$ cat src/rtl/rndgen_pkg.sv
// xapp052 XNOR-LFSR tap sets, shared feedback function and scheduler state type.
package rndgen_pkg;

  localparam int RNDGEN_MAX_T = 64;

  // Tap positions are 1-based bit numbers; a zero entry means an unused tap slot.
  typedef struct packed {
    logic [6:0]      TapeNum;
    logic [3:0][6:0] FB;
  } RndGenParams_t;

  localparam RndGenParams_t RndGen8  = '{TapeNum: 7'd8,  FB: {7'd4,  7'd5,  7'd6,  7'd8}};
  localparam RndGenParams_t RndGen16 = '{TapeNum: 7'd16, FB: {7'd4,  7'd13, 7'd15, 7'd16}};
  localparam RndGenParams_t RndGen31 = '{TapeNum: 7'd31, FB: {7'd0,  7'd0,  7'd28, 7'd31}};
  localparam RndGenParams_t RndGen32 = '{TapeNum: 7'd32, FB: {7'd1,  7'd2,  7'd22, 7'd32}};
  localparam RndGenParams_t RndGen64 = '{TapeNum: 7'd64, FB: {7'd60, 7'd61, 7'd63, 7'd64}};

  typedef enum logic [1:0] {IDLE, SHIFT, PRESENT} RndGenSchedState_t;

  function automatic logic rndgen_fb(RndGenParams_t p, logic [RNDGEN_MAX_T-1:0] s);
    logic       acc;
    logic [6:0] tap;
    acc = 1'b0;
    for (int k = 0; k < 4; k++) begin
      tap = p.FB[k] - 7'd1;
      if (p.FB[k] != 7'd0) acc = acc ^ s[tap[5:0]];
    end
    return ~acc;
  endfunction

endpackage

$ cat src/rtl/rndgen_lfsr.sv
// T-bit XNOR LFSR: seed load (all-ones maps to 0) has priority over a single step per cycle.
// With RNDGEN_LOCKUP_DET_EN an all-ones state is replaced by 0 next cycle and flagged on sticky lockup_o.
module rndgen_lfsr
  import rndgen_pkg::*;
#(
  parameter RndGenParams_t PARAMS = RndGen31,
  localparam int T = int'(PARAMS.TapeNum)
) (
  input  logic         clk_i,
  input  logic         rst_n_i,
  input  logic         load_i,
  input  logic [T-1:0] seed_i,
  input  logic         step_i,
`ifdef RNDGEN_LOCKUP_DET_EN
  output logic         lockup_o,
`endif
  output logic         fb_o
);

  logic [T-1:0] lfsr_q, lfsr_d;

  assign fb_o = rndgen_fb(PARAMS, RNDGEN_MAX_T'(lfsr_q));

`ifdef RNDGEN_LOCKUP_DET_EN
  logic lockup_q, lockup_d;
  assign lockup_o = lockup_q;
`endif

  always_comb begin
    lfsr_d = lfsr_q;
`ifdef RNDGEN_LOCKUP_DET_EN
    lockup_d = lockup_q;
`endif
    if (load_i) begin
      lfsr_d = (&seed_i) ? '0 : seed_i;
`ifdef RNDGEN_LOCKUP_DET_EN
      lockup_d = 1'b0;
    end else if (&lfsr_q) begin
      lfsr_d   = '0;
      lockup_d = 1'b1;
`endif
    end else if (step_i) begin
      lfsr_d = {lfsr_q[T-2:0], fb_o};
    end
  end

  always_ff @(posedge clk_i) begin
    if (!rst_n_i) begin
      lfsr_q <= '0;
`ifdef RNDGEN_LOCKUP_DET_EN
      lockup_q <= 1'b0;
`endif
    end else begin
      lfsr_q <= lfsr_d;
`ifdef RNDGEN_LOCKUP_DET_EN
      lockup_q <= lockup_d;
`endif
    end
  end

endmodule

$ cat src/rtl/rndgen_sched.sv
// Round-robin scheduler sharing one XNOR LFSR; rsp_valid rises OUT_W+1 cycles after req, word held under backpressure.
// Optional RNDGEN_LOCKUP_DET_EN adds lock-up recovery and the sticky lockup_o port.
module rndgen_sched
  import rndgen_pkg::*;
#(
  parameter RndGenParams_t PARAMS = RndGen31,
  parameter int N_REQ = 4,
  parameter int OUT_W = 16,
  localparam int T   = int'(PARAMS.TapeNum),
  localparam int IDW = $clog2(N_REQ),
  localparam int CW  = $clog2(OUT_W + 1)
) (
  input  logic             clk_i,
  input  logic             rst_n_i,
  input  logic [N_REQ-1:0] req_i,
  output logic [N_REQ-1:0] gnt_o,
  output logic             rsp_valid_o,
  input  logic             rsp_ready_i,
  output logic [OUT_W-1:0] rsp_data_o,
  output logic [IDW-1:0]   rsp_id_o,
  input  logic             seed_we_i,
  input  logic [T-1:0]     seed_i,
`ifdef RNDGEN_LOCKUP_DET_EN
  output logic             lockup_o,
`endif
  output logic             busy_o
);

  RndGenSchedState_t state_q, state_d;
  logic [IDW-1:0]    rr_q, rr_d, id_q, id_d, win_id;
  logic [CW-1:0]     cnt_q, cnt_d;
  logic [OUT_W-1:0]  sh_q, sh_d;
  logic              win_vld, step, fb;
  int                cand;

  rndgen_lfsr #(.PARAMS(PARAMS)) u_lfsr (
    .clk_i   (clk_i),
    .rst_n_i (rst_n_i),
    .load_i  (seed_we_i),
    .seed_i  (seed_i),
    .step_i  (step),
`ifdef RNDGEN_LOCKUP_DET_EN
    .lockup_o(lockup_o),
`endif
    .fb_o    (fb)
  );

  // First requester at or after rr_q, wrapping modulo N_REQ.
  always_comb begin
    win_vld = 1'b0;
    win_id  = rr_q;
    cand    = 0;
    for (int i = 0; i < N_REQ; i++) begin
      cand = int'(rr_q) + i;
      if (cand >= N_REQ) cand = cand - N_REQ;
      if (!win_vld && req_i[IDW'(cand)]) begin
        win_vld = 1'b1;
        win_id  = IDW'(cand);
      end
    end
  end

  always_comb begin
    state_d = state_q;
    rr_d    = rr_q;
    id_d    = id_q;
    cnt_d   = cnt_q;
    sh_d    = sh_q;
    step    = 1'b0;
    gnt_o   = '0;
    case (state_q)
      IDLE: begin
        if (win_vld) begin
          id_d    = win_id;
          cnt_d   = '0;
          state_d = SHIFT;
        end
      end
      SHIFT: begin
        // A seed write abandons the partial word; the request stays pending for re-arbitration.
        if (seed_we_i) begin
          state_d = IDLE;
        end else begin
          step  = 1'b1;
          sh_d  = OUT_W'({sh_q, fb});
          cnt_d = cnt_q + CW'(1);
          if (cnt_q == CW'(OUT_W - 1)) state_d = PRESENT;
        end
      end
      PRESENT: begin
        if (rsp_ready_i) begin
          gnt_o[id_q] = 1'b1;
          rr_d        = (int'(id_q) == N_REQ - 1) ? '0 : id_q + IDW'(1);
          state_d     = IDLE;
        end
      end
      default: state_d = IDLE;
    endcase
  end

  always_ff @(posedge clk_i) begin
    if (!rst_n_i) begin
      state_q <= IDLE;
      rr_q    <= '0;
      id_q    <= '0;
      cnt_q   <= '0;
      sh_q    <= '0;
    end else begin
      state_q <= state_d;
      rr_q    <= rr_d;
      id_q    <= id_d;
      cnt_q   <= cnt_d;
      sh_q    <= sh_d;
    end
  end

  assign rsp_valid_o = (state_q == PRESENT);
  assign rsp_data_o  = sh_q;
  assign rsp_id_o    = id_q;
  assign busy_o      = (state_q != IDLE);

endmodule
$ cat config.mk
export PLATFORM = sky130hd
export DESIGN_NAME = rndgen_sched
export DESIGN_NICKNAME = d
export VERILOG_FILES = /design/src/rtl/rndgen_pkg.sv /design/src/rtl/rndgen_lfsr.sv /design/src/rtl/rndgen_sched.sv
export SDC_FILE = /design/constraint.sdc
export NUM_CORES = 1
export LEC_CHECK = 0
export ABC_CLOCK_PERIOD_IN_PS = 2850
export BUFFER_PORTS_ARGS = -buffer_cell sky130_fd_sc_hd__clkbuf_2
export CORE_ASPECT_RATIO = 1.75
export CORE_UTILIZATION = 30
export CTS_CLUSTER_SIZE = 40
export DETAILED_ROUTE_END_ITERATION = 10
export PLACE_DENSITY_LB_ADDON = 0.05
export SKIP_CTS_REPAIR_TIMING = 1
export SLEW_MARGIN = 20
export SYNTH_ARGS = -nofsm -noshare
export SYNTH_HDL_FRONTEND = slang
export SYNTH_HIERARCHICAL = 1
export SYNTH_SLANG_ARGS = --single-unit
$ cat constraint.sdc
create_clock -name clk_i -period 2.85 [get_ports clk_i]
set_input_delay 0.57 -clock clk_i [delete_from_list [all_inputs] [get_ports clk_i]]
set_output_delay 0.57 -clock clk_i [all_outputs]
set_load 0.01 [all_outputs]
Yosys cells after proc, flatten, opt, wreduce, memory -nomap -nowiden

Cells that the tools add are included.

Register bits after elaboration: 58

Add/subtract/negate cells: 9
$lt $le $gt $ge: 10
Eq/ne operators: 8
Muxes and demuxes: 42
Bitwise operators: 3
Reduce and logical (&&, ||, !) cells: 17

Operators by type and width:

| kind                  | number |
|---|---|
| $mux W31              | 3 |
| $reduce_and A31 Y1    | 1 |
| $mux W2               | 13 |
| $lt A2 B4 Y1 const B  | 4 |
| $mux W1               | 15 |
| $mux W5               | 2 |
| $pmux W5 S2           | 1 |
| $ge A3 B3 Y1 const B  | 3 |
| $bmux W1 S2           | 4 |
| $mux W4               | 2 |
| $sub A2 B1 Y2 const B | 4 |
| $add A2 B2 Y3 const B | 2 |
| $pmux W2 S3           | 1 |
| $reduce_and A2 Y1     | 3 |
| $reduce_and A3 Y1     | 2 |
| $reduce_bool A2 Y1    | 3 |
| $add A5 B1 Y5 const B | 1 |
| $eq A5 B4 Y1 const B  | 1 |
| $eq A2 B1 Y1 const B  | 2 |
| $logic_and A1 B1 Y1   | 4 |
| $ne A2 B2 Y1 const B  | 2 |
| $add A2 B1 Y3 const B | 1 |
| $ge A2 B3 Y1 const B  | 1 |
| $logic_not A1 Y1      | 3 |
| 10 further kinds      | 11 |

Depth between registers and ports, before layout

Gate-level depths: netlist (run 1).

Depth after elaboration: 17
Depth in mapped cells: 8
Mapped depth without buffers: 6

Hierarchy

The synthesis (run 1) kept the hierarchy.

By module, submodules not included:

| module       | times used | cells an instance | area each (sq um) | sequential area each (sq um) |
|---|---|---|---|---|
| rndgen_lfsr  | 1          | 221               | 1645.3            | 620.6 |
| rndgen_sched | 1          | 145               | 1244.9            | 540.5 |

Least setup slack after synthesis (run 1)

Ideal clock, no wire load.

Kind: input -> register
Start: input port seed_i[8]
End: register u_lfsr.lfsr_q[15]
Setup time: 0.126 ns
Arrival time: 1.816 ns
Data required time: 2.724 ns
Slack: 0.909 ns
Stages: 5
Path buffers: 1
Cell sequence: nand4_1 or4_4 nor4_4 buf_6 o21ai_0

Longest elaborated chain between the ends: 3

RTL lines:

| what                   | line               | source |
|---|---|---|
| start: declaration     | rndgen_sched.sv:22 | `input logic [T-1:0] seed_i,` |
| $reduce_and A31 Y1     | rndgen_lfsr.sv:35  | `lfsr_d = (&seed_i) ? '0 : seed_i;` |
| $mux W31               | rndgen_lfsr.sv:35  |  |
| $mux W31               | rndgen_lfsr.sv:34  | `if (load_i) begin` |
| end signal: assignment | rndgen_lfsr.sv:54  | `lfsr_q <= lfsr_d;` |
| end: declaration       | rndgen_lfsr.sv:20  | `logic [T-1:0] lfsr_q, lfsr_d;` |

Every way passes these cells.
A chain may end at the register's enable or synchronous reset.

Worst setup path in the final report (run 1)

Start: register state_q[1]
End: output port gnt_o[0]

Longest elaborated chain between the ends: 2

RTL lines:

| what                     | line                | source |
|---|---|---|
| start: declaration       | rndgen_sched.sv:29  | `RndGenSchedState_t state_q, state_d;` |
| start signal: assignment | rndgen_sched.sv:109 | `state_q <= state_d;` |
| $eq A2 B2 Y1             | rndgen_sched.sv:71  | `case (state_q)` |
| $mux W4                  | rndgen_sched.sv:71  |  |
| end: declaration         | rndgen_sched.sv:16  | `output logic [N_REQ-1:0] gnt_o,` |

Every way passes these cells.

==> out/results.tsv, run 1 <==
stage	metric	value	unit
status	status	finished clean	
final_layout	multi_input_area	1434	um2
placement	dp_worst_setup_slack	0.6771	ns
synthesis	synth_warnings	6	
synthesis	synth-edff-count	0	
synthesis	ys_ff_latch	58	
die	io_pins	63	
critical_path	r2r_cells	6	
power	clkPwrFrac	0.516	
synthesis	synth_area	2890	um2
grt	groute.usage.overall	0.1562	
detailed_routing	ant_nets	0	
die	rows	47	
grt	antenna_found_initial	0	
critical_path	r2r-start	state_q[0]	
detailed_routing	routedWlPerCell	13.61	um
critical_path	startpoint	state_q[1]	
critical_path	slowest_delay	0.37	ns
die	core	9409	um2
final_layout	final_area	3628	um2
die	dieWidth	76.20	um
placement	port_buffers	62	
cts	cts_tree	done	
critical_path	critPathCaptureType	output pin	
cts	worst_skew_pair.late_latency	0.32	ns
sta	finalCritPeriodShare	0.6778	
critical_path	startpoint_type	flip-flop	
critical_path	required	2.28	ns
synthesis	synthCells	366	
cts	clockBufferDepth	2	
placement	routabilityCongestion	0.7004	
sta	skew	0.007035	ns
detailed_routing	wl	7419	um
critical_path	crit_type	flip-flop to output pin	
detailed_routing	vias_per_cell	4.965	
cts	clock-sinks	58	
min_path	hp-class	flip-flop to flip-flop	
die	start_util	0.3072	
cts	cts_buffers	9	
final_layout	seqCellArea	1161	um2
critical_path	arrival	1.36	ns
sta	period_needed	1.932	ns
power	combPwrFrac	0.099	
cts	root_buffer	clkbuf_16	
detailed_routing	drc	0	
placement	placed_area	3298	um2
cts	clk_pin_slew	0.05	ns
die	die_h	131.8	um
cts	h-tree-depth	3	
sta	relSlewSlack	0.5913	
critical_path	slowest_stage	nor2b_1	
final_layout	diodes	0	
grt	grt_pass1_wl	12490	um
sta	rsz0062_at_grt	false	
final_layout	final_layout_size_suffix_gt1_frac	0.2222	
critical_path	path_cells	nor2b_1 -> and3_1 -> clkbuf_2	
sta	maxSlewViolCount	0	
power	powerDensity	630.5	nW/um2
grt	grt_overflow	0	
sta	fmax	0.5177	GHz
placement	dp_hpwl	4984	um
power	swShare	0.2311	
power	peakVddDrop	0.2743	mV
sta	fin_ws	0.9183	ns
final_layout	nets	463	
flow_run	drv_cap	0	
synthesis	syn_area_per_cell	7.897	um2
sta	worst_pin_slew	0.6130	ns
detailed_routing	drtIter0Drc	95	
sta	holdWs	0.4680	ns
power	p_sw	0.5288	mW
sta	setup_tns	0	ns
detailed_routing	vias	2706	
grt	grt_start_max_net_pins	63	
synthesis	synth_seq_area_share	0.4017	
synthesis	synth.distinct_cells	40	
power	p_leak	1.478	nW
synthesis	ys.flop_type	dfxtp_1	
critical_path	crit_fanout	7	
grt	grt_pass1_vias	2559	
sta	hold_viol	0	
power	power_frac_seq	0.385	
synthesis	synth_nets	411	
die	dieArea	10050	um2
final_layout	area_delta_synth_final	25.54	%
synthesis	async_flop_share	0	
min_path	hp-start	rsp_data_o[7]	
sta	setup_viol	0	
final_layout	nFillCells	1037	
min_path	hold_depth	2	
detailed_routing	dr.pass1.iters	5	
power	p_int	1.759	mW
==> flip-flops by register name, indices dropped and copies added (netlist names) <==
| name | flops |
|---|---|
| u_lfsr/lfsr_q | 31 |
| rsp_data_o | 16 |
| cnt_q | 5 |
| rr_q | 2 |
| rsp_id_o | 2 |
| state_q | 2 |
==> power by group through the flow <==
stage / clock (mW) / sequential (mW) / combinational, mW
floorplan: 0 / 0.893 / 0.146
global placement: 0 / 0.897 / 0.229
detailed placement: 0 / 0.897 / 0.231
CTS: 1.22 / 0.880 / 0.231
global route: 1.25 / 0.884 / 0.256
finish: 1.18 / 0.880 / 0.226
==> cells in the mapped netlist, types with 2 or more instances <==
master | n | area, um2
dfxtp_1 | 58 | 1161
inv_1 | 38 | 142.6
nand2_1 | 36 | 135.1
nand3_1 | 34 | 170.2
o211ai_1 | 31 | 232.7
a21oi_1 | 30 | 150.1
o21ai_0 | 29 | 145.1
clkbuf_1 | 23 | 86.33
a21boi_1 | 9 | 67.56
a21boi_0 | 8 | 60.06
nand4_1 | 8 | 50.05
nor2b_1 | 7 | 43.79
ha_1 | 6 | 75.07
nor2_1 | 6 | 22.52
and3_1 | 5 | 31.28
buf_6 | 4 | 45.04
o21ai_1 | 4 | 20.02
mux2i_1 | 3 | 30.03
a31oi_1 | 2 | 12.51
and2_1 | 2 | 12.51
or4_4 | 2 | 22.52
xnor2_1 | 2 | 17.52
xor2_1 | 2 | 17.52
==> cell usage in the layout (no fill, tap or decap), types with 3 or more instances in the layout <==
cell type / synthesis / layout
clkbuf_2: 0 / 62
dfxtp_1: 58 / 58
inv_1: 38 / 38
nand2_1: 36 / 36
nand3_1: 34 / 34
o211ai_1: 31 / 31
a21oi_1: 30 / 30
o21ai_0: 29 / 29
a21boi_1: 9 / 9
clkbuf_16: 0 / 9
nand4_1: 8 / 8
a21boi_0: 8 / 8
nor2b_1: 7 / 7
buf_4: 1 / 7
nor2_1: 6 / 6
ha_1: 6 / 6
and3_1: 5 / 5
o21ai_1: 4 / 4
mux2i_1: 3 / 3
==> metrics by stage <==
stage / utilization / power, mW / cells
floorplan: - / 1.039 / 366
global placement: 0.3505 / 1.126 / 529
detailed placement: 0.3505 / 1.128 / 529
CTS: 0.3856 / 2.331 / 545
global route: 0.3856 / 2.391 / 545
finish: 0.3856 / 2.288 / 545
==> cells by family (layout without fill, tap and decap cells) <==
logic type / Yosys count / in the layout / share of synthesized area
adder cells (fa/ha/maj): 6 / 6 / 0.02597
AND/OR/NAND/NOR: 108 / 108 / 0.1952
AO/OA/AOI/OAI: 118 / 118 / 0.2524
flip-flops: 58 / 58 / 0.4017
XOR/XNOR: 4 / 4 / 0.01212
buffers and inverters: 69 / 126 / 0.1022
multiplexers: 3 / 3 / 0.01039
==> layout make-up <==
class,instances,area share
Clock buffer,12,0.07069
Sequential cell,58,0.3200
Multi-Input combinational cell,239,0.3952
Tap cell,122,0.04207
Clock inverter,4,0.02034
Inverter,39,0.04069
Timing Repair Buffer,71,0.1110
==> final timing paths <==
check | to | slack, ns
worst max-delay path | gnt_o[0] | 0.92
worst min-delay path | rsp_data_o[7] | 0.47
worst max register to register | u_lfsr/lfsr_q[12] | 1.01
worst min register to register | rsp_data_o[7] | 0.47
==> critical path: cells and delay by family (launching register included) <==
kind                   cells  cell delay, ns
buffers and inverters      1            0.13
flip-flops                 1            0.33
AND/OR/NAND/NOR            2            0.58
==> per-layer routing <==
metal / global-route usage / vias to the layer above / routed length [um] / share of wire
met5: 0 / - / 0 / 0
met4: 0.07372 / 0 / 126 / 0.017
met3: 0.02837 / 9 / 254 / 0.034
met2: 0.2798 / 52 / 3782 / 0.51
met1: 0.1770 / 1263 / 3256 / 0.44
li1: - / 1382 / - / -
Power figures use the tool's default switching activity.
==> run 2, diff against run 1 <==
- ABC_AREA: unset -> 1
- ABC_CLOCK_PERIOD_IN_PS: 2850 -> 1700
- clock period: 2.85 -> 1.7 ns (I/O delays scaled with it)
==> out/results.tsv, run 2 <==
stage	metric	value	unit	change
synthesis	ys_ff_latch	58		unchanged
sta	hold_viol	0		unchanged
flow_run	drv_cap	0		unchanged
sta	worst_pin_slew	0.4528	ns	-0.1603 ns
detailed_routing	ant_nets	0		unchanged
critical_path	crit_fanout	5		-2
die	core	10240	um2	+8.8%
critical_path	startpoint_type	flip-flop		
final_layout	final_common_cell	nand2_1		
synthesis	syn_area_per_cell	6.415	um2	-19%
cts	clockBufferDepth	2		unchanged
die	start_util	0.3058		-0.001425
sta	skew	0.005724	ns	-0.001311 ns
detailed_routing	drc	0		unchanged
cts	cts_buffers	9		unchanged
detailed_routing	drtIter0Drc	117		+23%
die	io_pins	63		unchanged
synthesis	synth_seq_area_share	0.3709		-0.03083
power	peakVddDrop	0.5116	mV	+87%
critical_path	arrival	1.25	ns	-0.11 ns
sta	maxSlewViolCount	0		unchanged
synthesis	synth_nets	533		+30%
critical_path	rrSetupSlack	0.16	ns	-0.85 ns
grt	groute.usage.overall	0.1703		+0.01404
die	dieWidth	79.22	um	+4.0%
synthesis	async_flop_share	0		unchanged
final_layout	area_delta_synth_final	26.22	%	
synthesis	synth-edff-count	0		unchanged
critical_path	required	1.36	ns	-0.92 ns
cts	root_buffer	clkbuf_16		
sta	setup_viol	0		unchanged
synthesis	synth.most_common_cell	nand2_1		
grt	grt_pass1_wl	14020	um	+12%
sta	finalCritPeriodShare	0.9364		
power	combPwrFrac	0.174		+0.075
synthesis	synth_warnings	6		unchanged
final_layout	final_area	3951	um2	+8.9%
power	clkPwrFrac	0.445		-0.071
final_layout	nets	594		+28%
synthesis	synth.distinct_cells	27		-33%
synthesis	synth_top_cell_by_area	dfxtp_1		
final_layout	final_cells	681		+25%
final_layout	final_util	0.3859		about the same
detailed_routing	wl	8447	um	+14%
final_layout	largest_reg_flops	31		unchanged
synthesis	synthCells	488		+33%
placement	placed_cells	665		+26%
critical_path	critPathCaptureType	output pin		
cts	cts_tree	done		
final_layout	largest-register	u_lfsr/lfsr_q		
detailed_routing	vias_per_cell	4.718		-5.0%
status	status	finished clean		
synthesis	ys.flop_type	dfxtp_1		
sta	fmax	0.6282	GHz	
grt	grt_pass1_vias	3018		+18%
placement	port_buffers	62		unchanged
detailed_routing	dr.pass1.iters	4		-1
power	power_frac_seq	0.382		-0.003
cts	clk_pin_slew	0.05	ns	about the same
cts	clock-sinks	58		unchanged
synthesis	synth_top_area_frac	0.3709		-0.03083
synthesis	synth_area	3131	um2	+8.3%
sta	relSlewSlack	0.6982		+0.1068
cts	h-tree-depth	3		unchanged
grt	grt_overflow	0		unchanged
synthesis	synth_common_cells	nand2_1 (125), o21ai_0 (78), nor2_1 (61)		
power	powerDensity	1034	nW/um2	+64%
placement	placed_area	3626	um2	+9.9%
critical_path	crit_type	flip-flop to output pin		
sta	holdWs	0.3197	ns	-0.1483 ns
power	swShare	0.2925		+0.06132
die	die_h	137.1	um	+4.0%
placement	dp_hpwl	6062	um	+22%
power	p_sw	1.195	mW	+130%
synthesis	synthTopCellsByArea	dfxtp_1 (37%), nand2_1 (15%), o21ai_0 (12%)		
placement	routabilityCongestion	0.8366		+19%
sta	period_needed	1.592	ns	
power	p_leak	2.019	nW	+37%
final_layout	diodes	0		unchanged
min_path	hp-class	input pin to flip-flop		
detailed_routing	vias	3213		+19%
final_layout	final_layout_size_suffix_gt1_frac	0.2094		-0.01284
final_layout	layout_common_cells	nand2_1 (123), o21ai_0 (78), clkbuf_2 (62)		
detailed_routing	routedWlPerCell	12.40	um	-8.9%
die	rows	49		+4.3%
grt	grt_start_max_net_pins	36		-43%
die	dieArea	10860	um2	+8.1%
cts	worst_skew_pair.late_latency	0.33	ns	about the same
power	p_int	2.891	mW	+64%
grt	antenna_found_initial	0		unchanged
run 2: worst max-delay path, stage by stage (launching register included):
cell and delay, ns:
dfxtp_1 0.40, inv_1 0.10, ha_1 0.20, nand2_1 0.06, nor2_1 0.04, clkbuf_2 0.12
run 2: power groups by stage:
stage,logic (mW),registers (mW),clock network [mW]
floorplan,0.440,1.59,0
global placement,0.706,1.59,0
detailed placement,0.710,1.59,0
CTS,0.713,1.56,1.87
global route,0.817,1.58,1.93
finish,0.709,1.56,1.82
run 2: cell families (layout without fill, tap and decap cells):
| logic type | after synthesis | count (layout) | synth area share |
|---|---|---|---|
| buf+inv | 81 | 147 | 0.1095 |
| xor+xnor | 2 | 2 | 0.005597 |
| simple gates | 222 | 222 | 0.2990 |
| flops | 58 | 58 | 0.3709 |
| compound gates | 119 | 119 | 0.1910 |
| fa+ha+maj | 6 | 6 | 0.02398 |
run 2: routing by layer:
metal | up-vias | routed length, um | track usage
met5 | - | 0 | 0
met4 | 0 | 186 | 0.08283
met3 | 13 | 282 | 0.03467
met2 | 68 | 4603 | 0.3194
met1 | 1468 | 3375 | 0.1754
li1 | 1664 | - | -
run 2: final timing paths:
path                 start                end  depth (start not counted)
max reg2reg        rr_q[0]        rsp_id_o[1]                         11
min             seed_i[28]  u_lfsr/lfsr_q[28]                          5
min reg2reg  rsp_data_o[7]      rsp_data_o[8]                          2
max            rsp_id_o[0]           gnt_o[2]                          5
run 2: cell type report:
cell class / instances / area (um2)
fill: 1111 / 6287
multi-input combinational: 349 / 1645
sequential: 58 / 1164
timing repair buffer: 74 / 462.9
clock buffer: 9 / 225.2
inverter: 57 / 216.5
tap: 127 / 158.9
clock inverter: 7 / 78.83
run 2: through the flow:
step	power, mW	setup TNS (ns)	setup slack (ns)
after floorplan	2.029	0	0.2452
after global placement	2.293	0	0.1858
after detailed placement	2.296	0	0.1551
after CTS	4.143	-0.1007	-0.1007
after global routing	4.326	-0.02414	-0.02414
final	4.087	0	0.1082
